[src/rtl/stopwatch_pkg.sv]
// -----------------------------------------------------------------------------
// stopwatch_pkg
// Shared definitions for the stopwatch control sequencer:
//   - state_t     : FSM state encoding (IDLE/RUN/PAUSE/LAP), also driven on
//                   the state_o status port
//   - CNT_MAX_DEF : default debounce stable-time count (20 ms at 50 MHz)
//   - is_counting : output decode helper, high in the states where the time
//                   counter advances
// -----------------------------------------------------------------------------
package stopwatch_pkg;

   typedef enum logic [1:0] {
      ST_IDLE  = 2'd0,
      ST_RUN   = 2'd1,
      ST_PAUSE = 2'd2,
      ST_LAP   = 2'd3
   } state_t;

   localparam logic [19:0] CNT_MAX_DEF = 20'd999_999;

   // Time keeps advancing in LAP; only the display is frozen there.
   function automatic logic is_counting(input state_t s);
      return (s == ST_RUN) || (s == ST_LAP);
   endfunction

endpackage

[src/rtl/stopwatch_ctrl_key_filter.sv]
// -----------------------------------------------------------------------------
// key_filter
// Synchronises one raw active-low push-button into sys_clk, debounces it and
// emits a single-cycle press pulse once the key has been stable low for
// CNT_MAX consecutive synchronised samples.
// Ports:
//   sys_clk   in  system clock
//   sys_rst_n in  asynchronous active-low reset
//   key_in    in  raw button level, active-low, asynchronous to sys_clk
//   key_flag  out one-cycle press pulse (registered)
// -----------------------------------------------------------------------------
module key_filter
   import stopwatch_pkg::*;
#(
   parameter logic [19:0] CNT_MAX = CNT_MAX_DEF
) (
   input  logic sys_clk,
   input  logic sys_rst_n,
   input  logic key_in,
   output logic key_flag
);

   logic        r_sync1;
   logic        r_sync2;
   logic [19:0] r_cnt;
   logic        r_flag;

   // Two-flop synchroniser; resets to the released-key level.
   always_ff @(posedge sys_clk or negedge sys_rst_n) begin
      if (!sys_rst_n) begin
         r_sync1 <= 1'b1;
         r_sync2 <= 1'b1;
      end else begin
         r_sync1 <= key_in;
         r_sync2 <= r_sync1;
      end
   end

   // Stable-low counter: any released sample restarts it, saturation at
   // CNT_MAX stops a held key from producing further pulses.
   always_ff @(posedge sys_clk or negedge sys_rst_n) begin
      if (!sys_rst_n) begin
         r_cnt <= 20'd0;
      end else if (r_sync2) begin
         r_cnt <= 20'd0;
      end else if (r_cnt != CNT_MAX) begin
         r_cnt <= r_cnt + 20'd1;
      end else begin
         r_cnt <= r_cnt;
      end
   end

   // Press pulse on the single step from CNT_MAX-1 to CNT_MAX.
   always_ff @(posedge sys_clk or negedge sys_rst_n) begin
      if (!sys_rst_n) begin
         r_flag <= 1'b0;
      end else begin
         r_flag <= (!r_sync2) && (r_cnt == (CNT_MAX - 20'd1));
      end
   end

   assign key_flag = r_flag;

endmodule

[src/rtl/stopwatch_ctrl.sv]
// -----------------------------------------------------------------------------
// stopwatch_ctrl
// Control sequencer for the stopwatch: debounces the start/stop and
// lap/reset keys and runs the IDLE/RUN/PAUSE/LAP FSM that drives the time
// counter and display controls. All outputs are registered and decoded from
// the next state, so a press pulse in cycle N is reflected in cycle N+1.
// Ports:
//   sys_clk   in  system clock (50 MHz)
//   sys_rst_n in  asynchronous active-low reset
//   key_ss    in  raw start/stop key, active-low
//   key_lr    in  raw lap/reset key, active-low
//   cnt_en    out count enable (RUN, LAP)
//   cnt_clr   out one-cycle time-counter clear
//   lap_hold  out display freeze (LAP)
//   state_o   out current FSM state code
// -----------------------------------------------------------------------------
module stopwatch_ctrl
   import stopwatch_pkg::*;
#(
   parameter logic [19:0] CNT_MAX = CNT_MAX_DEF
) (
   input  logic       sys_clk,
   input  logic       sys_rst_n,
   input  logic       key_ss,
   input  logic       key_lr,
   output logic       cnt_en,
   output logic       cnt_clr,
   output logic       lap_hold,
   output logic [1:0] state_o
);

   logic   w_ss_flag;
   logic   w_lr_flag;
   state_t r_state;
   state_t w_state_next;
   logic   w_clr_next;
   logic   r_cnt_en;
   logic   r_cnt_clr;
   logic   r_lap_hold;

   key_filter #(.CNT_MAX(CNT_MAX)) u_ss (
      .sys_clk   (sys_clk),
      .sys_rst_n (sys_rst_n),
      .key_in    (key_ss),
      .key_flag  (w_ss_flag)
   );

   key_filter #(.CNT_MAX(CNT_MAX)) u_lr (
      .sys_clk   (sys_clk),
      .sys_rst_n (sys_rst_n),
      .key_in    (key_lr),
      .key_flag  (w_lr_flag)
   );

   // Next-state logic; start/stop takes priority, so a coincident lap/reset
   // pulse is simply dropped.
   always_comb begin
      w_state_next = r_state;
      w_clr_next   = 1'b0;
      case (r_state)
         ST_IDLE: begin
            if (w_ss_flag) begin
               w_state_next = ST_RUN;
            end else if (w_lr_flag) begin
               w_clr_next = 1'b1;
            end else begin
               w_state_next = ST_IDLE;
            end
         end
         ST_RUN: begin
            if (w_ss_flag) begin
               w_state_next = ST_PAUSE;
            end else if (w_lr_flag) begin
               w_state_next = ST_LAP;
            end else begin
               w_state_next = ST_RUN;
            end
         end
         ST_LAP: begin
            if (w_ss_flag) begin
               w_state_next = ST_PAUSE;
            end else if (w_lr_flag) begin
               w_state_next = ST_RUN;
            end else begin
               w_state_next = ST_LAP;
            end
         end
         ST_PAUSE: begin
            if (w_ss_flag) begin
               w_state_next = ST_RUN;
            end else if (w_lr_flag) begin
               w_state_next = ST_IDLE;
               w_clr_next   = 1'b1;
            end else begin
               w_state_next = ST_PAUSE;
            end
         end
         default: begin
            w_state_next = ST_IDLE;
            w_clr_next   = 1'b0;
         end
      endcase
   end

   // State register and outputs decoded from the next state.
   always_ff @(posedge sys_clk or negedge sys_rst_n) begin
      if (!sys_rst_n) begin
         r_state    <= ST_IDLE;
         r_cnt_en   <= 1'b0;
         r_cnt_clr  <= 1'b0;
         r_lap_hold <= 1'b0;
      end else begin
         r_state    <= w_state_next;
         r_cnt_en   <= is_counting(w_state_next);
         r_cnt_clr  <= w_clr_next;
         r_lap_hold <= (w_state_next == ST_LAP);
      end
   end

   assign cnt_en   = r_cnt_en;
   assign cnt_clr  = r_cnt_clr;
   assign lap_hold = r_lap_hold;
   assign state_o  = r_state;

endmodule

[config.mk]
export PLATFORM = sky130hd
export DESIGN_NAME = stopwatch_ctrl
export DESIGN_NICKNAME = d
export VERILOG_FILES = /design/src/rtl/stopwatch_pkg.sv /design/src/rtl/stopwatch_ctrl_key_filter.sv /design/src/rtl/stopwatch_ctrl.sv
export SDC_FILE = /design/constraint.sdc
export NUM_CORES = 1
export LEC_CHECK = 0
export ABC_AREA = 1
export CAP_MARGIN = 20
export CORE_ASPECT_RATIO = 1.4
export CORE_MARGIN = 2
export CORE_UTILIZATION = 55
export DETAILED_ROUTE_END_ITERATION = 6
export PLACE_DENSITY = 0.7
export SLEW_MARGIN = 20
export SYNTH_ARGS = -nofsm -noshare
export SYNTH_HDL_FRONTEND = slang
export SYNTH_SLANG_ARGS = --single-unit
[constraint.sdc]
create_clock -name sys_clk -period 1.9 [get_ports sys_clk]
set_input_delay 0.285 -clock sys_clk [delete_from_list [all_inputs] [get_ports sys_clk]]
set_output_delay 0.285 -clock sys_clk [all_outputs]
set_load 0.05 [all_outputs]
==> impl_metrics.yaml <==
hold_path:
  min_path_type: "in -> async"
yosys:
  ys_ff_latch: 50
  postSynthAreaPerCell_um2: 7.45
  yosysTopAreaCell: "dfrtp_1"
  synth_cell_types: 31
  synth_top_area_frac: 0.409
  ys_seq_area_frac: 0.446
  ys.flop_type: "dfrtp_1"
  netlist_instances: 378
  synth_edf_count: 0
  synth.area.top_cells: "dfrtp_1 41%, nand2_1 14%, nor2_1 8.0%, nand3_1 4.6%, inv_1 4.5%"
  yosysWarnings: 0
  synth.net_count: 386
  synth_area_mm2: 0.00282
  async_flop_share: 1.00
setup_path:
  path_class: "reg -> out"
  crit_path_max_incr_delay_ps: 800
  worstRegToRegCells: 8
  critPathArrivalTime_ps: 1440
  slowest_stage: "clkdlybuf4s50_1"
  startpoint_type: "flip-flop"
  cp_num_cells: 1
  critPathTopFamily: "buffers and inverters"
  path_buf_inv: 1
  end_kind: "output pin"
  required_ps: 1620
  crit_path_max_fanout: 2
  worstPathCellList: "clkdlybuf4s50_1"
sta:
  hold_slack_ps: 69.7
  relSlewSlack: 0.592
  skew_ps: 9.29
  grt_setup_unrepaired: "false"
  setup_viol: 0
  finalCriticalPeriod_ps: 1720
  maxSlewViolCount: 0
  setup_tns_ps: 0
  worst_pin_slew_ps: 612
  finalHoldViolCount: 0
  period_share: 0.906
  fmax_mhz: 581
clock_network:
  clk_path_buf_depth: 2
  cts_inserted_buffers: 5
  clock-sinks: 50
  htreeDepth: 2
  clk_pin_slew_ps: 90
  root_buffer: "clkbuf_8"
  clock_latency_ps: 300
  cts_tree: "done"
place:
  portBuffers: 8
  dp_hpwl_mm: 4.31
  placed_cell_area_mm2: 0.00297
  place_congestion: 0.889
  dp_cells: 449
die:
  dieArea_mm2: 0.00572
  ios: 9
  row_count: 30
  die_h_um: 88.7
  coreArea_mm2: 0.00488
  fp.dieW_um: 64.5
  start_util: 0.577
detailed_routing:
  wl_per_cell_um: 12.4
  viasPerCell: 5.11
  wl_mm: 5.67
  drt_drc_violations_left: 0
  drt-initial-drc-count: 112
  num_vias: 2336
  ant_nets: 0
  drtPass1Iterations: 4
global_route:
  antenna_found_initial: 0
  grt_max_degree: 51
  grtUsageTotal: 0.229
  gr-total-overflow: 0
  grt_pass1_vias: 2255
  grt_pass1_wl_mm: 10.0
finish:
  top_regs: "u_lr.r_cnt: 20 flops, u_ss.r_cnt: 20 flops"
  fin_area_mm2: 0.00306
  fillers: 460
  drive_gt1_frac: 0.142
  diodes: 0
  layout.nets: 400
  final_cell_count_no_fill: 457
  areaGrowthSynthToFinish_pct: 8.44
pwr:
  power_density_mw_per_mm2: 580
  leakagePower_uw: 0.00140
  ir_drop_mv: 0.364
  total_power_uw: 1770
job:
  cap_viol_max_count: 0
run_status:
  status: "finished, final reports clean"
## per-layer routing
| layer | vias up | GRT usage | wire length, um |
|---|---|---|---|
| met1 | 1082 | 0.255 | 2380 |
| li1 | 1224 | - | - |
| met3 | 13 | 0.0382 | 92 |
| met5 | - | 0 | 0 |
| met4 | 0 | 0.106 | 155 |
| met2 | 17 | 0.425 | 3050 |
## cells in the mapped netlist, types with 3 or more instances
cell	n
o21ai_0	8
xor2_1	6
nor2_2	9
o21ai_1	3
inv_1	34
dfrtp_1	46
nand4_1	7
a21oi_1	11
nor2_4	5
ha_1	4
nand2_1	108
inv_2	3
nand2_2	9
or2_2	9
nor3_1	9
nor2_1	60
nand3_2	4
nand3_1	26
dfstp_2	4
## cell families after synthesis
logic type,count (synthesis),synth area share
fa+ha+maj,4,0.0178
compound gates,25,0.0466
flops,50,0.446
buf+inv,43,0.0622
xor+xnor,6,0.0186
simple gates,250,0.409
## report_power, final
group | switching (uW) | leakage (uW) | internal (uW)
combinational | 52.9 | 0.000679 | 25.4
clock | 339 | 0.0000450 | 256
sequential | 18.6 | 0.000680 | 1080
total | 411 | 0.00140 | 1360
## path summary, 6_finish.rpt
path / slack (ps) / startpoint / to
worst max-delay path: 180 / state_o[1] / state_o[1]
worst min register to register: 360 / u_lr.r_sync1 / u_lr.r_sync2
min in group sys_clk: 360 / u_lr.r_sync1 / u_lr.r_sync2
max in group asynchronous: 1410 / sys_rst_n / u_lr.r_cnt[16]
worst min-delay path: 70 / sys_rst_n / u_ss.r_cnt[12]
worst max register to register: 430 / u_lr.r_cnt[1] / u_lr.r_cnt[1]
## layout by cell type, fill, tap and decap left out
cell / count
o21ai_1: 3
o31ai_1: 1
nor2_4: 5
clkinv_2: 3
dfrtp_1: 46
buf_2: 1
clkbuf_1: 1
nand3_1: 26
clkbuf_8: 5
a21oi_1: 11
a22oi_1: 1
nor2_2: 9
dfstp_2: 4
a31oi_1: 1
ha_1: 4
nand4_1: 7
clkinv_1: 1
clkdlybuf4s50_1: 5
nand2_2: 9
xor2_1: 6
nand2_1: 108
nor4_1: 2
inv_1: 34
dlymetal6s2s_1: 2
nand3_4: 1
nand3_2: 4
inv_2: 3
nor3b_1: 1
or2_2: 9
o21ai_0: 8
nor2_1: 60
buf_4: 3
nor3_1: 9
## cell type report
type | count | area, um2 | share of cell area
Clock buffer | 6 | 72.6 | 0.0238
Clock inverter | 2 | 10.0 | 0.00328
Inverter | 39 | 148 | 0.0483
Multi-Input combinational cell | 285 | 1390 | 0.454
Sequential cell | 50 | 1260 | 0.411
Tap cell | 64 | 80.1 | 0.0262
Timing Repair Buffer | 11 | 103 | 0.0336
## stage by stage
stage	setup slack (ps)	util
2_1_floorplan	598	-
3_3_place_gp	405	0.608
3_5_place_dp	378	0.608
4_1_cts	38.3	0.625
5_1_grt	131	0.626
6_report	179	0.626
## what timing repair did
item                                    in CTS  in global routing
gates resized for setup                      0                  2
hold buffers                                 0                  0
endpoints found under the setup margin       0                  2
setup buffers                                0                  0
(Power assumes the default switching activity.)
